$ cat src/rtl/rstring_trip_sequencer.sv
// rstring_trip_sequencer
//   Digital control end of the POR trip-voltage select. A 3-bit trip code is
//   decoded to a one-hot tap select for the resistor-string mux. On every
//   code change the bus is driven all-zero for BBM_CYCLES before the new tap
//   is selected (break-before-make). A settle timer then raises `settled`.
//
// Ports
//   clk            block clock, rising edge
//   rst            synchronous active-high reset
//   ena            block enable from POR top
//   otrip[2:0]     requested trip code (0 = vtrip_0 highest tap)
//   load           single-cycle request to apply otrip
//   otrip_decoded  one-hot tap select (bit k selects vtrip_k), or all-zero
//   mux_ena        resistor-string mux enable
//   busy           BBM or SETTLE sequence in progress
//   settled        current tap has been driven for SETTLE_CYCLES
//   cur_code[2:0]  code currently driven, valid while settled
module rstring_trip_sequencer #(
  parameter int unsigned BBM_CYCLES    = 4,
  parameter int unsigned SETTLE_CYCLES = 16,
  parameter int unsigned CNT_W         = 8
) (
  input  logic       clk,
  input  logic       rst,
  input  logic       ena,
  input  logic [2:0] otrip,
  input  logic       load,
  output logic [7:0] otrip_decoded,
  output logic       mux_ena,
  output logic       busy,
  output logic       settled,
  output logic [2:0] cur_code
);

  typedef enum logic [1:0] {
    S_OFF,
    S_BBM,
    S_SETTLE,
    S_STABLE
  } state_t;

  localparam logic [CNT_W-1:0] BBM_LOAD    = CNT_W'(BBM_CYCLES - 1);
  localparam logic [CNT_W-1:0] SETTLE_LOAD = CNT_W'(SETTLE_CYCLES - 1);

  state_t           state_q, state_d;
  logic [CNT_W-1:0] cnt_q, cnt_d, cnt_dec;
  logic             pend_q, pend_d;
  logic [2:0]       pcode_q, pcode_d;
  logic [2:0]       tgt_q, tgt_d;
  logic [7:0]       dec_q, dec_d;
  logic             mux_q, mux_d;
  logic             busy_q, busy_d;
  logic             set_q, set_d;
  logic [2:0]       cur_q, cur_d;
  logic             eff_pend;
  logic [2:0]       eff_code;

  function automatic logic [7:0] onehot(input logic [2:0] c);
    return 8'd1 << c;
  endfunction

  always_comb begin
    state_d = state_q;
    cnt_d   = cnt_q;
    pend_d  = pend_q;
    pcode_d = pcode_q;
    tgt_d   = tgt_q;
    dec_d   = dec_q;
    mux_d   = mux_q;
    busy_d  = busy_q;
    set_d   = set_q;
    cur_d   = cur_q;

    // Saturating decrement: the counter never wraps below zero.
    cnt_dec  = (cnt_q == '0) ? '0 : cnt_q - 1'b1;
    // A load arriving on the final SETTLE cycle counts as pending too.
    eff_pend = load | pend_q;
    eff_code = load ? otrip : pcode_q;

    if (state_q == S_OFF) begin
      if (ena) begin
        // Bus is already zero, so no BBM phase on entry.
        state_d = S_SETTLE;
        mux_d   = 1'b1;
        dec_d   = onehot(otrip);
        cur_d   = otrip;
        busy_d  = 1'b1;
        set_d   = 1'b0;
        cnt_d   = SETTLE_LOAD;
        pend_d  = 1'b0;
      end
    end else if (!ena) begin
      // Abort whatever is in flight; cur_code keeps the last driven code.
      state_d = S_OFF;
      dec_d   = '0;
      mux_d   = 1'b0;
      busy_d  = 1'b0;
      set_d   = 1'b0;
      pend_d  = 1'b0;
      cnt_d   = '0;
    end else begin
      case (state_q)
        S_BBM: begin
          if (load) begin
            pend_d  = 1'b1;
            pcode_d = otrip;
          end
          if (cnt_q == '0) begin
            state_d = S_SETTLE;
            dec_d   = onehot(tgt_q);
            cur_d   = tgt_q;
            cnt_d   = SETTLE_LOAD;
          end else begin
            cnt_d = cnt_dec;
          end
        end
        S_SETTLE: begin
          if (cnt_q != '0) begin
            cnt_d = cnt_dec;
            if (load) begin
              pend_d  = 1'b1;
              pcode_d = otrip;
            end
          end else begin
            pend_d = 1'b0;
            if (eff_pend && (eff_code != cur_q)) begin
              // Chain straight into the next break; settled never pulses.
              state_d = S_BBM;
              tgt_d   = eff_code;
              dec_d   = '0;
              cnt_d   = BBM_LOAD;
            end else begin
              state_d = S_STABLE;
              set_d   = 1'b1;
              busy_d  = 1'b0;
            end
          end
        end
        S_STABLE: begin
          if (load && (otrip != cur_q)) begin
            state_d = S_BBM;
            tgt_d   = otrip;
            dec_d   = '0;
            set_d   = 1'b0;
            busy_d  = 1'b1;
            cnt_d   = BBM_LOAD;
          end
        end
        default: state_d = S_OFF;
      endcase
    end
  end

  always_ff @(posedge clk) begin
    if (rst) begin
      state_q <= S_OFF;
      cnt_q   <= '0;
      pend_q  <= 1'b0;
      pcode_q <= '0;
      tgt_q   <= '0;
      dec_q   <= '0;
      mux_q   <= 1'b0;
      busy_q  <= 1'b0;
      set_q   <= 1'b0;
      cur_q   <= '0;
    end else begin
      state_q <= state_d;
      cnt_q   <= cnt_d;
      pend_q  <= pend_d;
      pcode_q <= pcode_d;
      tgt_q   <= tgt_d;
      dec_q   <= dec_d;
      mux_q   <= mux_d;
      busy_q  <= busy_d;
      set_q   <= set_d;
      cur_q   <= cur_d;
    end
  end

  assign otrip_decoded = dec_q;
  assign mux_ena       = mux_q;
  assign busy          = busy_q;
  assign settled       = set_q;
  assign cur_code      = cur_q;

endmodule

$ cat config.mk
export PLATFORM = sky130hd
export DESIGN_NAME = rstring_trip_sequencer
export DESIGN_NICKNAME = d
export VERILOG_FILES = /design/src/rtl/rstring_trip_sequencer.sv
export SDC_FILE = /design/constraint.sdc
export NUM_CORES = 1
export LEC_CHECK = 0
export BUFFER_PORTS_ARGS = -buffer_cell sky130_fd_sc_hd__buf_2
export CAP_MARGIN = 15
export CORE_MARGIN = 4
export CORE_UTILIZATION = 32
export DETAILED_ROUTE_END_ITERATION = 16
export PLACE_DENSITY_LB_ADDON = 0.1
export SKIP_CTS_REPAIR_TIMING = 1
export SLEW_MARGIN = 20
export SYNTH_ARGS = -nofsm -noshare
export SYNTH_HDL_FRONTEND = slang
export SYNTH_SLANG_ARGS = --single-unit
$ cat constraint.sdc
create_clock -name clk -period 6.75 [get_ports clk]
set_clock_uncertainty 0.1 [all_clocks]
set_input_delay 0 -clock clk [delete_from_list [all_inputs] [get_ports clk]]
set_output_delay 0 -clock clk [all_outputs]
set_load 0.1 [all_outputs]
== Word-level counts from Yosys, hierarchy flattened ==
Cells that the tools add are included.

* Add/sub/neg operators: 1
* Equal/unequal tests: 20
* Shift-type cells: 2
* Muxes and demuxes: 58
* Bitwise operators: 2
* Reductions and logical operators: 18

{| class="wikitable"
|+ Operator list
! cell !! count
|-
| 8-bit 2-to-1 mux || 15
|-
| 8-bit one-hot mux with 3 select lines || 2
|-
| 3-bit 2-to-1 mux || 10
|-
| 4-bit inequality test, second input constant || 5
|-
| 1-bit 2-to-1 mux || 18
|-
| 1-bit by 3-bit << shifter with 8-bit output, first input constant || 2
|-
| 2-bit 2-to-1 mux || 7
|-
| 3-bit one-hot mux with 2 select lines || 2
|-
| 4-bit AND reduction || 3
|-
| 6-bit AND reduction || 2
|-
| 2-bit inequality test, second input constant || 5
|-
| 8-bit zero test || 1
|-
| 4-bit by 1-bit inequality test with 1-bit output, second input constant || 2
|-
| 2-bit nonzero test || 4
|-
| 8-bit nonzero test || 1
|-
| 8-bit by 1-bit subtractor with 8-bit output, second input constant || 1
|-
| 3-bit inequality test || 2
|-
| 1-bit one-hot mux with 2 select lines || 3
|-
| 2-bit one-hot mux with 3 select lines || 1
|-
| 5-bit by 1-bit inequality test with 1-bit output, second input constant || 1
|-
| 5-bit inequality test, second input constant || 1
|-
| 5-bit AND reduction || 1
|-
| 2-bit == test, second input constant || 2
|-
| 2-bit AND reduction || 2
|-
| 7 further kinds || 8
|}

* Bits in registers: 31
* Input bits: 7
* Output and inout bits: 14
* Logic and storage cells: 111

== Logic depth before layout (Yosys ltp) ==
Gate-level depths: netlist of run 1.

* Depth in word-level cells: 8
* Gate-level depth with buffers: 11
* Mapped depth without buffers: 10

== Worst setup path after synthesis of run 1 ==
No wires, ideal clock.

* Kind: flip-flop to flip-flop
* From: reg cur_q[0] (netlist: cur_code[0])
* To: reg cnt_q[2]
* Library setup time: 0.091 ns
* Arrival: 2.458 ns
* Required time: 6.559 ns
* Setup slack: 4.101 ns
* Stages on the path, launching flop included: 8
* Path buffers: 1
* Clock period less this slack: 2.649 ns
* Cells stage by stage: dfxtp_1 > xor2_1 > o31ai_2 > a21oi_1 > a31o_2 > and2_4 > buf_6 > a311oi_1

* Word-level cells in the longest chain between the ends: 4
* Elaborated cells on any way between the ends: 7
* Those cells by class: eq/ne: 4; reduce/logical: 3

{| class="wikitable"
|+ Ends and longest elaborated chain
! what !! line !! source
|-
| from (decl) || 54 || <nowiki>logic [2:0] cur_q, cur_d;</nowiki>
|-
| from (signal assigned) || 176 || <nowiki>cur_q <= cur_d;</nowiki>
|-
| 3-bit inequality test, on equally long branches || 126, 140 ||
|-
| 1-bit logical AND, on equally long branches || 126, 140 ||
|-
| 5-bit inequality test (no line) or 4-bit inequality test (tied branches) || - ||
|-
| 4-bit AND reduction (no line) (*) || - ||
|-
| to (signal assigned) || 168 || <nowiki>cnt_q <= cnt_d;</nowiki>
|-
| to (decl) || 46 || <nowiki>logic [CNT_W-1:0] cnt_q, cnt_d, cnt_dec;</nowiki>
|}

Every way passes the cells marked *; elsewhere a longest branch is shown, timed or not.
A chain may end at the register's enable or synchronous reset.

== Final worst setup path of run 1 ==
* From: reg state_q[1]
* To: reg tgt_q[2]

* Word-level cells in the longest chain between the ends: 3
* Elaborated cells on any way between the ends: 10
* Those cells by class: eq/ne: 5; mux: 1; bitwise: 1; reduce/logical: 3

{| class="wikitable"
|+ Ends and longest elaborated chain
! what !! line !! source
|-
| from (decl) || 45 || <nowiki>state_t state_q, state_d;</nowiki>
|-
| from (signal assigned) || 167 || <nowiki>state_q <= state_d;</nowiki>
|-
| 2-bit == test or 2-bit zero test (tied branches) || 102, 80 ||
|-
| 2-bit inequality test (no line), or another cell as far along || - ||
|-
| 6-bit AND reduction (no line) || - ||
|-
| to (signal assigned) || 171 || <nowiki>tgt_q <= tgt_d;</nowiki>
|-
| to (decl) || 49 || <nowiki>logic [2:0] tgt_q, tgt_d;</nowiki>
|}

Parallel ways exist; a longest one is shown, timed or not.

==> flow_metrics.py, run 1 <==
metrics = {
    "setup_path": {
        "start_kind": "register",
        "crit_required_ns": 6.80,
        "worstPathMaxFanout": 11,
        "end_kind": "register",
        "arrival_ns": 2.74,
        "crit_type": "reg2reg",
    },
    "detailed_routing": {
        "wire_per_inst_um": 16.3,
        "via_per_inst": 5.50,
        "drt_iter0_drc": 148,
        "ant_nets": 0,
        "drcViolationCount": 0,
        "vias": 1783,
        "dr.pass1.iters": 4,
        "wirelength_um": 5280,
    },
    "status": {
        "outcome": "finished, final reports clean",
    },
    "worst_hold_path": {
        "min_path_type": "in2reg",
    },
    "global_route": {
        "overflow": 0,
        "grt_pass1_vias": 1744,
        "grt_max_degree": 34,
        "grt_usage": 0.148,
        "grt_pass1_wl_um": 8830,
        "antenna_found_initial": 0,
    },
    "flow_run": {
        "max_cap_viol_count": 0,
    },
    "clock_tree": {
        "cts_max_level": 2,
        "cts_buffers": 5,
        "clock_path_buffers": 2,
        "cts_sinks": 31,
        "clk-insertion-delay-late_ns": 0.28,
        "clk_pin_slew_ns": 0.07,
        "cts_root_buf": "clkbuf_8",
        "cts_tree": "done",
    },
    "logic_synthesis": {
        "synth_edf_count": 0,
        "yosysSeqAreaShare": 0.311,
        "synth_seq_cells": 31,
        "synth_area_um2": 1990,
        "synth_top_area_frac": 0.311,
        "synth-async-reset-ratio": 0,
        "avgSynthCellArea_um2": 8.56,
        "netlist_instances": 233,
        "synth_cell_types": 48,
        "syn_nets": 248,
        "synth-main-ff-cell": "dfxtp_1",
        "synthTopCellsByArea": "dfxtp_1, mux2i_1, nor2_1",
        "yosysTopAreaCell": "dfxtp_1",
        "yosysWarnings": 0,
    },
    "layout": {
        "n_antenna_cell": 0,
        "drive_gt1_frac": 0.161,
        "fin_util": 0.371,
        "nFillCells": 629,
        "nets": 263,
        "area_delta_synth_final_pct": 11.5,
    },
    "floorplanning": {
        "dieArea_um2": 7560,
        "num_io_pins": 21,
        "die_h_um": 86.9,
        "start_util": 0.333,
        "row_count": 28,
        "core_area_um2": 5990,
        "fp.dieW_um": 86.9,
    },
    "place": {
        "gp_congestion": 0.830,
        "portBuffers": 20,
        "dp_hpwl_um": 3810,
    },
    "sta": {
        "drv_slew": 0,
        "final.setup.tns_ns": 0,
        "worst_pin_slew_ns": 0.749,
        "max_freq_ghz": 0.372,
        "setup_viol": 0,
        "rsz0062_at_grt": "false",
        "finalCriticalPeriod_ns": 2.69,
        "maxSlewHeadroom": 0.499,
        "finalHoldViolCount": 0,
        "fin_crit_sh": 0.398,
    },
    "pwr": {
        "irDropWorstVdd_v": 0.000210,
        "cellLeakagePower_nw": 0.912,
        "p_per_area_nw_per_um2": 419,
    },
}
-- sequential cells by signal, summed over array words and instances, names as in the netlist --
signal,flops
busy,1
cnt_q,8
cur_code,3
mux_ena,1
otrip_decoded,8
pcode_q,3
pend_q,1
settled,1
state_q,2
tgt_q,3
-- Yosys cell counts, types with 2 or more instances --
library cell	number
nor2_1	32
dfxtp_1	31
mux2i_1	20
nand2_1	17
a21oi_1	13
clkbuf_1	10
inv_1	9
ha_1	8
nand2b_1	8
xor2_1	7
a311oi_1	6
a211oi_1	5
o22ai_1	5
a31oi_1	4
nand3_1	4
o31ai_1	4
a41oi_1	3
mux2_2	3
nand4_1	3
nor3_1	3
o21ai_0	3
or3_1	3
a311oi_2	2
a31o_2	2
buf_2	2
nor2b_1	2
o21a_1	2
o32ai_1	2
-- per-stage QoR --
stage               hold slack, ns  setup WS [ns]  power [mW]  std cells  area [µm²]
floorplan                   0.0439           4.10       0.693        233        1990
global placement             0.250           4.09       0.791        315        2130
detailed placement           0.254           4.13       0.787        315        2130
CTS                        -0.0497           4.12       0.938        323        2210
global route                0.0319           3.93        1.00        324        2220
finish                     0.00921           4.06       0.931        324        2220
-- per-layer routing --
layer  vias up  global-route usage  part of all wire
li1        889                   -                 -
met1       857               0.194              0.48
met4         0              0.0567             0.018
met5         -                   0                 0
met3         9              0.0274             0.033
met2        28               0.239              0.46
-- area by class of cell --
| cell class | instances | area [µm²] | area share |
|---|---|---|---|
| clock buffer | 6 | 72.6 | 0.0326 |
| clock inverter | 2 | 12.5 | 0.00562 |
| inverter | 10 | 37.5 | 0.0169 |
| multi-input combinational | 179 | 1280 | 0.574 |
| sequential | 31 | 621 | 0.279 |
| tap | 75 | 93.8 | 0.0422 |
| timing repair buffer | 21 | 110 | 0.0495 |
-- final timing paths --
| kind | to | depth (start not counted) | slack, ns | startpoint |
|---|---|---|---|---|
| setup reg to reg | tgt_q[2] | 9 | 4.06 | state_q[1] |
| setup / recovery | tgt_q[2] | 9 | 4.06 | state_q[1] |
| hold reg to reg | busy | 1 | 0.36 | busy |
| hold / removal | pcode_q[1] | 3 | 0.009 | otrip[1] |
-- worst max-delay path, stage by stage (launching register included) --
cell	delay, ns
dfxtp_1	0.33
inv_1	0.12
ha_1	0.48
inv_1	0.20
ha_1	0.28
inv_1	0.18
a211oi_1	0.07
a32oi_1	0.48
mux2i_1	0.25
nor2_1	0.05
-- placed cells by master (no fill, tap or decap), types with 3 or more instances in the layout --
| cell type | synthesis | final |
|---|---|---|
| nand2_1 | 17 | 17 |
| nand3_1 | 4 | 4 |
| clkbuf_8 | 0 | 5 |
| a31oi_1 | 4 | 4 |
| mux2_2 | 3 | 3 |
| or3_1 | 3 | 3 |
| a211oi_1 | 5 | 5 |
| ha_1 | 8 | 8 |
| a41oi_1 | 3 | 3 |
| mux2i_1 | 20 | 20 |
| a311oi_1 | 6 | 6 |
| a21oi_1 | 13 | 13 |
| nor2_1 | 32 | 32 |
| o21ai_0 | 3 | 3 |
| o31ai_1 | 4 | 4 |
| buf_2 | 2 | 20 |
| dfxtp_1 | 31 | 31 |
| xor2_1 | 7 | 7 |
| nor3_1 | 3 | 3 |
| nand4_1 | 3 | 3 |
| inv_1 | 9 | 9 |
| nand2b_1 | 8 | 8 |
| o22ai_1 | 5 | 5 |
-- logic make-up after synthesis --
| logic type | share of synthesized area |
|---|---|
| compound gates | 0.245 |
| xor+xnor | 0.0307 |
| fa+ha+maj | 0.0502 |
| buf+inv | 0.0483 |
| flops | 0.311 |
| mux | 0.117 |
| simple gates | 0.198 |
-- report_power, final --
group	switching, mW	internal, mW	leakage (nW)	total (mW)
sequential	0.0321	0.221	0.253	0.253
combinational	0.380	0.154	0.617	0.534
clock	0.0732	0.0720	0.0412	0.145
total	0.485	0.446	0.912	0.931
Note: power is estimated with default switching activity, not from simulation.
==> inputs of run 2 (changes only) <==
- clock period: 6.75 -> 2.7 ns (I/O delays scaled with it)
==> run 2 against run 1 <==
  * Global-route usage down 0.37 points
  * Core utilization up 1.0 points
  * First-iteration DRC count down 39%
  * Critical endpoint is now cnt_q[4]
==> flow_metrics.py, run 2 (synthesized netlist as in run 1, its figures left out) <==
metrics = {
    "status": {
        "outcome": "finished, final reports clean",
    },
    "clock_tree": {
        "cts_buffers": 5,
        "cts_max_level": 2,
        "cts_root_buf": "clkbuf_8",
        "clk-insertion-delay-late_ns": 0.28,
        "cts_tree": "done",
        "clock_path_buffers": 2,
        "clk_pin_slew_ns": 0.07,
        "cts_sinks": 31,
    },
    "setup_path": {
        "crit_required_ns": 2.79,
        "crit_type": "reg2reg",
        "worstPathMaxFanout": 8,
        "start_kind": "register",
        "end_kind": "register",
        "arrival_ns": 2.52,
        "r2r_cells": 8,
        "regToRegSetupSlack_ns": 0.27,
    },
    "global_route": {
        "grt_pass1_wl_um": 8670,
        "grt_pass1_vias": 1703,
        "antenna_found_initial": 0,
        "grt_max_degree": 34,
        "overflow": 0,
        "grt_usage": 0.144,
    },
    "layout": {
        "area_delta_synth_final_pct": 14.7,
        "nets": 267,
        "drive_gt1_frac": 0.178,
        "fin_util": 0.382,
        "nFillCells": 633,
        "layout_common_cells": "nor2_1, dfxtp_1, mux2i_1, buf_2, nand2_1",
        "final_common_cell": "nor2_1",
        "fin_cells": 328,
        "n_antenna_cell": 0,
    },
    "sta": {
        "finalCriticalPeriod_ns": 2.43,
        "final.setup.tns_ns": 0,
        "fin_crit_sh": 0.902,
        "worst_pin_slew_ns": 0.661,
        "max_freq_ghz": 0.411,
        "finalHoldViolCount": 0,
        "rsz0062_at_grt": "false",
        "drv_slew": 0,
        "maxSlewHeadroom": 0.559,
        "setup_viol": 0,
    },
    "detailed_routing": {
        "ant_nets": 0,
        "via_per_inst": 5.46,
        "dr.pass1.iters": 4,
        "wire_per_inst_um": 15.8,
        "drt_iter0_drc": 91,
        "vias": 1791,
        "wirelength_um": 5170,
        "drcViolationCount": 0,
    },
    "floorplanning": {
        "fp.dieW_um": 86.9,
        "die_h_um": 86.9,
        "core_area_um2": 5990,
        "row_count": 28,
        "dieArea_um2": 7560,
        "num_io_pins": 21,
        "start_util": 0.333,
    },
    "worst_hold_path": {
        "min_path_type": "in2reg",
        "min_path_cells": 3,
    },
    "place": {
        "dp_hpwl_um": 3810,
        "placed_cells": 319,
        "portBuffers": 20,
        "gp_congestion": 0.819,
    },
    "flow_run": {
        "max_cap_viol_count": 0,
    },
    "pwr": {
        "p_per_area_nw_per_um2": 1090,
        "irDropWorstVdd_v": 0.000350,
        "cellLeakagePower_nw": 0.950,
    },
}
## run 2: changes by cell type in the layout (fill, tap and decap cells not counted)
cell	before	now
bufinv_16	0	1
buf_4	0	4
clkbuf_1	1	0
clkinvlp_4	1	0
clkbuf_8	5	6
## run 2: final cells by class
class                   instances  area, µm²  share of cell area
clock buffers                   6       82.6              0.0361
clock inverters                 2       35.0              0.0153
inverters                      10       37.5              0.0164
multi-input cells             179       1280               0.559
flip-flops and latches         31        621               0.271
well taps                      75       93.8              0.0410
repair buffers                 25        140              0.0613
## run 2: routing by layer
metal / GRT usage / wire, µm / vias up
met5: 0 / 0 / -
met1: 0.186 / 2420 / 850
met4: 0.0326 / 19 / 0
met2: 0.243 / 2530 / 40
met3: 0.0322 / 190 / 2
li1: - / - / 899
## run 2: worst paths after layout
kind	endpoint	from
max	cnt_q[4]	cnt_q[0]
min	pcode_q[1]	otrip[1]
max reg2reg	cnt_q[4]	cnt_q[0]
min reg2reg	busy	busy
## run 2: critical path: stages, from the launching register on
cell	delay (ns)
dfxtp_1	0.33
inv_1	0.11
ha_1	0.14
nor2b_1	0.36
nand4_4	0.20
or3_1	0.35
a31o_2	0.30
and2_4	0.21
a311oi_1	0.24
## run 2: per-stage QoR
step	setup WS, ns	power, mW	hold WS (ns)	area, µm²
global placement	0.241	2.02	0.224	2160
floorplan	0.0510	1.73	0.0439	1990
finish	0.266	2.48	0.0123	2290
CTS	0.278	2.50	-0.0649	2280
global route	0.0912	2.65	0.0421	2290
detailed placement	0.298	2.00	0.234	2160
## run 2: power by group
group          leakage, nW  internal [mW]  switching, mW  total, mW
sequential           0.253          0.551         0.0792      0.630
clock               0.0612          0.299          0.189      0.488
combinational        0.636          0.408          0.957       1.36
==> inputs of run 3 (changes only) <==
==> constraint.sdc (replaced) <==
create_clock -name clk -period 2.7 [get_ports clk]
set_clock_uncertainty 0.1 [all_clocks]
set_input_delay 0.54 -clock clk [delete_from_list [all_inputs] [get_ports clk]]
set_output_delay 0.54 -clock clk [all_outputs]
set_load 0.1 [all_outputs]
==> run 3 against run 2 <==
  * Maximum frequency decreased by 0.55%
  * Global-route usage rose by 0.42 points
  * First-iteration DRC count grew 81%
  * Design area grew 0.33%
  * Power increased by 0.33%
  * Wire length rose by 3.8%
  * Clock power shrank 4.3%
  * Largest power group unchanged
==> flow_metrics.py, run 3 (synthesized netlist as in run 1, its figures left out) <==
metrics = {
    "status": {
        "outcome": "finished, final reports clean",
    },
    "floorplanning": {
        "num_io_pins": 21,
        "fp.dieW_um": 86.9,
        "row_count": 28,
        "core_area_um2": 5990,
        "dieArea_um2": 7560,
        "die_h_um": 86.9,
        "start_util": 0.333,
    },
    "layout": {
        "layout_common_cells": "nor2_1, dfxtp_1, mux2i_1, buf_2, nand2_1",
        "multi_input_area_um2": 1280,
        "area_delta_synth_final_pct": 15.1,
        "n_antenna_cell": 0,
        "final_common_cell": "nor2_1",
        "fin_util": 0.383,
        "nFillCells": 613,
        "regArea_um2": 621,
        "nets": 269,
        "drive_gt1_frac": 0.188,
    },
    "detailed_routing": {
        "drcViolationCount": 0,
        "drt_iter0_drc": 165,
        "ant_nets": 0,
        "wl_met2_um": 2520,
        "wire_per_inst_um": 16.2,
        "wl_met1_um": 2580,
        "routed.top_layer": "met4",
        "dr.pass1.iters": 4,
        "wirelength_um": 5360,
        "wl_met3_um": 221,
        "via_per_inst": 5.47,
        "vias": 1804,
    },
    "place": {
        "gp_congestion": 0.906,
        "dp_hpwl_um": 3970,
        "portBuffers": 20,
    },
    "setup_path": {
        "end_kind": "register",
        "crit_required_ns": 2.80,
        "arrival_ns": 2.55,
        "start_kind": "register",
        "crit_type": "reg2reg",
        "worstPathMaxFanout": 5,
    },
    "global_route": {
        "antenna_found_initial": 0,
        "grt_pass1_wl_um": 8890,
        "grt_max_degree": 34,
        "overflow": 0,
        "grt_pass1_vias": 1752,
        "grt_usage": 0.148,
    },
    "pwr": {
        "p_per_area_nw_per_um2": 1090,
        "cellLeakagePower_nw": 0.958,
        "irDropWorstVdd_v": 0.000421,
        "total_power_mw": 2.49,
    },
    "sta": {
        "fin_crit_sh": 0.907,
        "max_freq_ghz": 0.409,
        "final.setup.tns_ns": 0,
        "maxSlewHeadroom": 0.532,
        "finalCriticalPeriod_ns": 2.45,
        "drv_slew": 0,
        "setup_viol": 0,
        "worst_pin_slew_ns": 0.702,
        "rsz0062_at_grt": "false",
        "finalHoldViolCount": 0,
    },
    "flow_run": {
        "max_cap_viol_count": 0,
    },
    "clock_tree": {
        "cts_root_buf": "clkbuf_8",
        "clk_pin_slew_ns": 0.07,
        "clock_path_buffers": 2,
        "cts_tree": "done",
        "cts_max_level": 2,
        "clk-insertion-delay-late_ns": 0.28,
        "cts_sinks": 31,
        "cts_buffers": 5,
    },
    "worst_hold_path": {
        "min_path_type": "reg2reg",
    },
}
## run 3: report_power, final
part / internal, mW / switching [mW] / leakage, nW / total (mW)
combinational: 0.425 / 0.966 / 0.646 / 1.39
clock: 0.275 / 0.192 / 0.0581 / 0.467
sequential: 0.551 / 0.0819 / 0.253 / 0.633
total: 1.25 / 1.24 / 0.958 / 2.49
## run 3: cell type report
| type | count | area share |
|---|---|---|
| inverter | 10 | 0.0164 |
| tap | 75 | 0.0409 |
| clock buffer | 5 | 0.0300 |
| timing repair buffer | 27 | 0.0665 |
| clock inverter | 3 | 0.0191 |
| sequential | 31 | 0.270 |
| multi-input combinational | 179 | 0.557 |
## run 3: worst paths after layout
path	startpoint	to	slack (ns)	cells after the start
hold reg to reg	busy	busy	0.38	1
setup / recovery	cnt_q[0]	cnt_q[7]	0.25	8
hold / removal	busy	busy	0.38	1
setup reg to reg	cnt_q[0]	cnt_q[7]	0.25	8
## run 3: layer usage
layer	GRT usage	vias up
li1	-	901
met3	0.0350	9
met4	0.0397	0
met1	0.200	857
met5	0	-
met2	0.236	37
## run 3: worst max-delay path, cell delays in order, from the launching register on
cell	delay, ns
dfxtp_1	0.36
inv_1	0.09
ha_1	0.19
nor2b_1	0.19
and3_1	0.28
nor3_1	0.40
o211a_1	0.34
a41oi_1	0.16
a311oi_2	0.26
## run 3: per-stage QoR
step	instance area [µm²]	hold slack (ns)	setup WS [ns]	cells
after floorplan	1990	0.378	0.0510	233
after global placement	2180	0.355	0.111	322
after detailed placement	2180	0.363	0.158	322
after CTS	2290	0.379	0.269	330
after global routing	2290	0.410	0.0559	330
final	2290	0.377	0.252	330
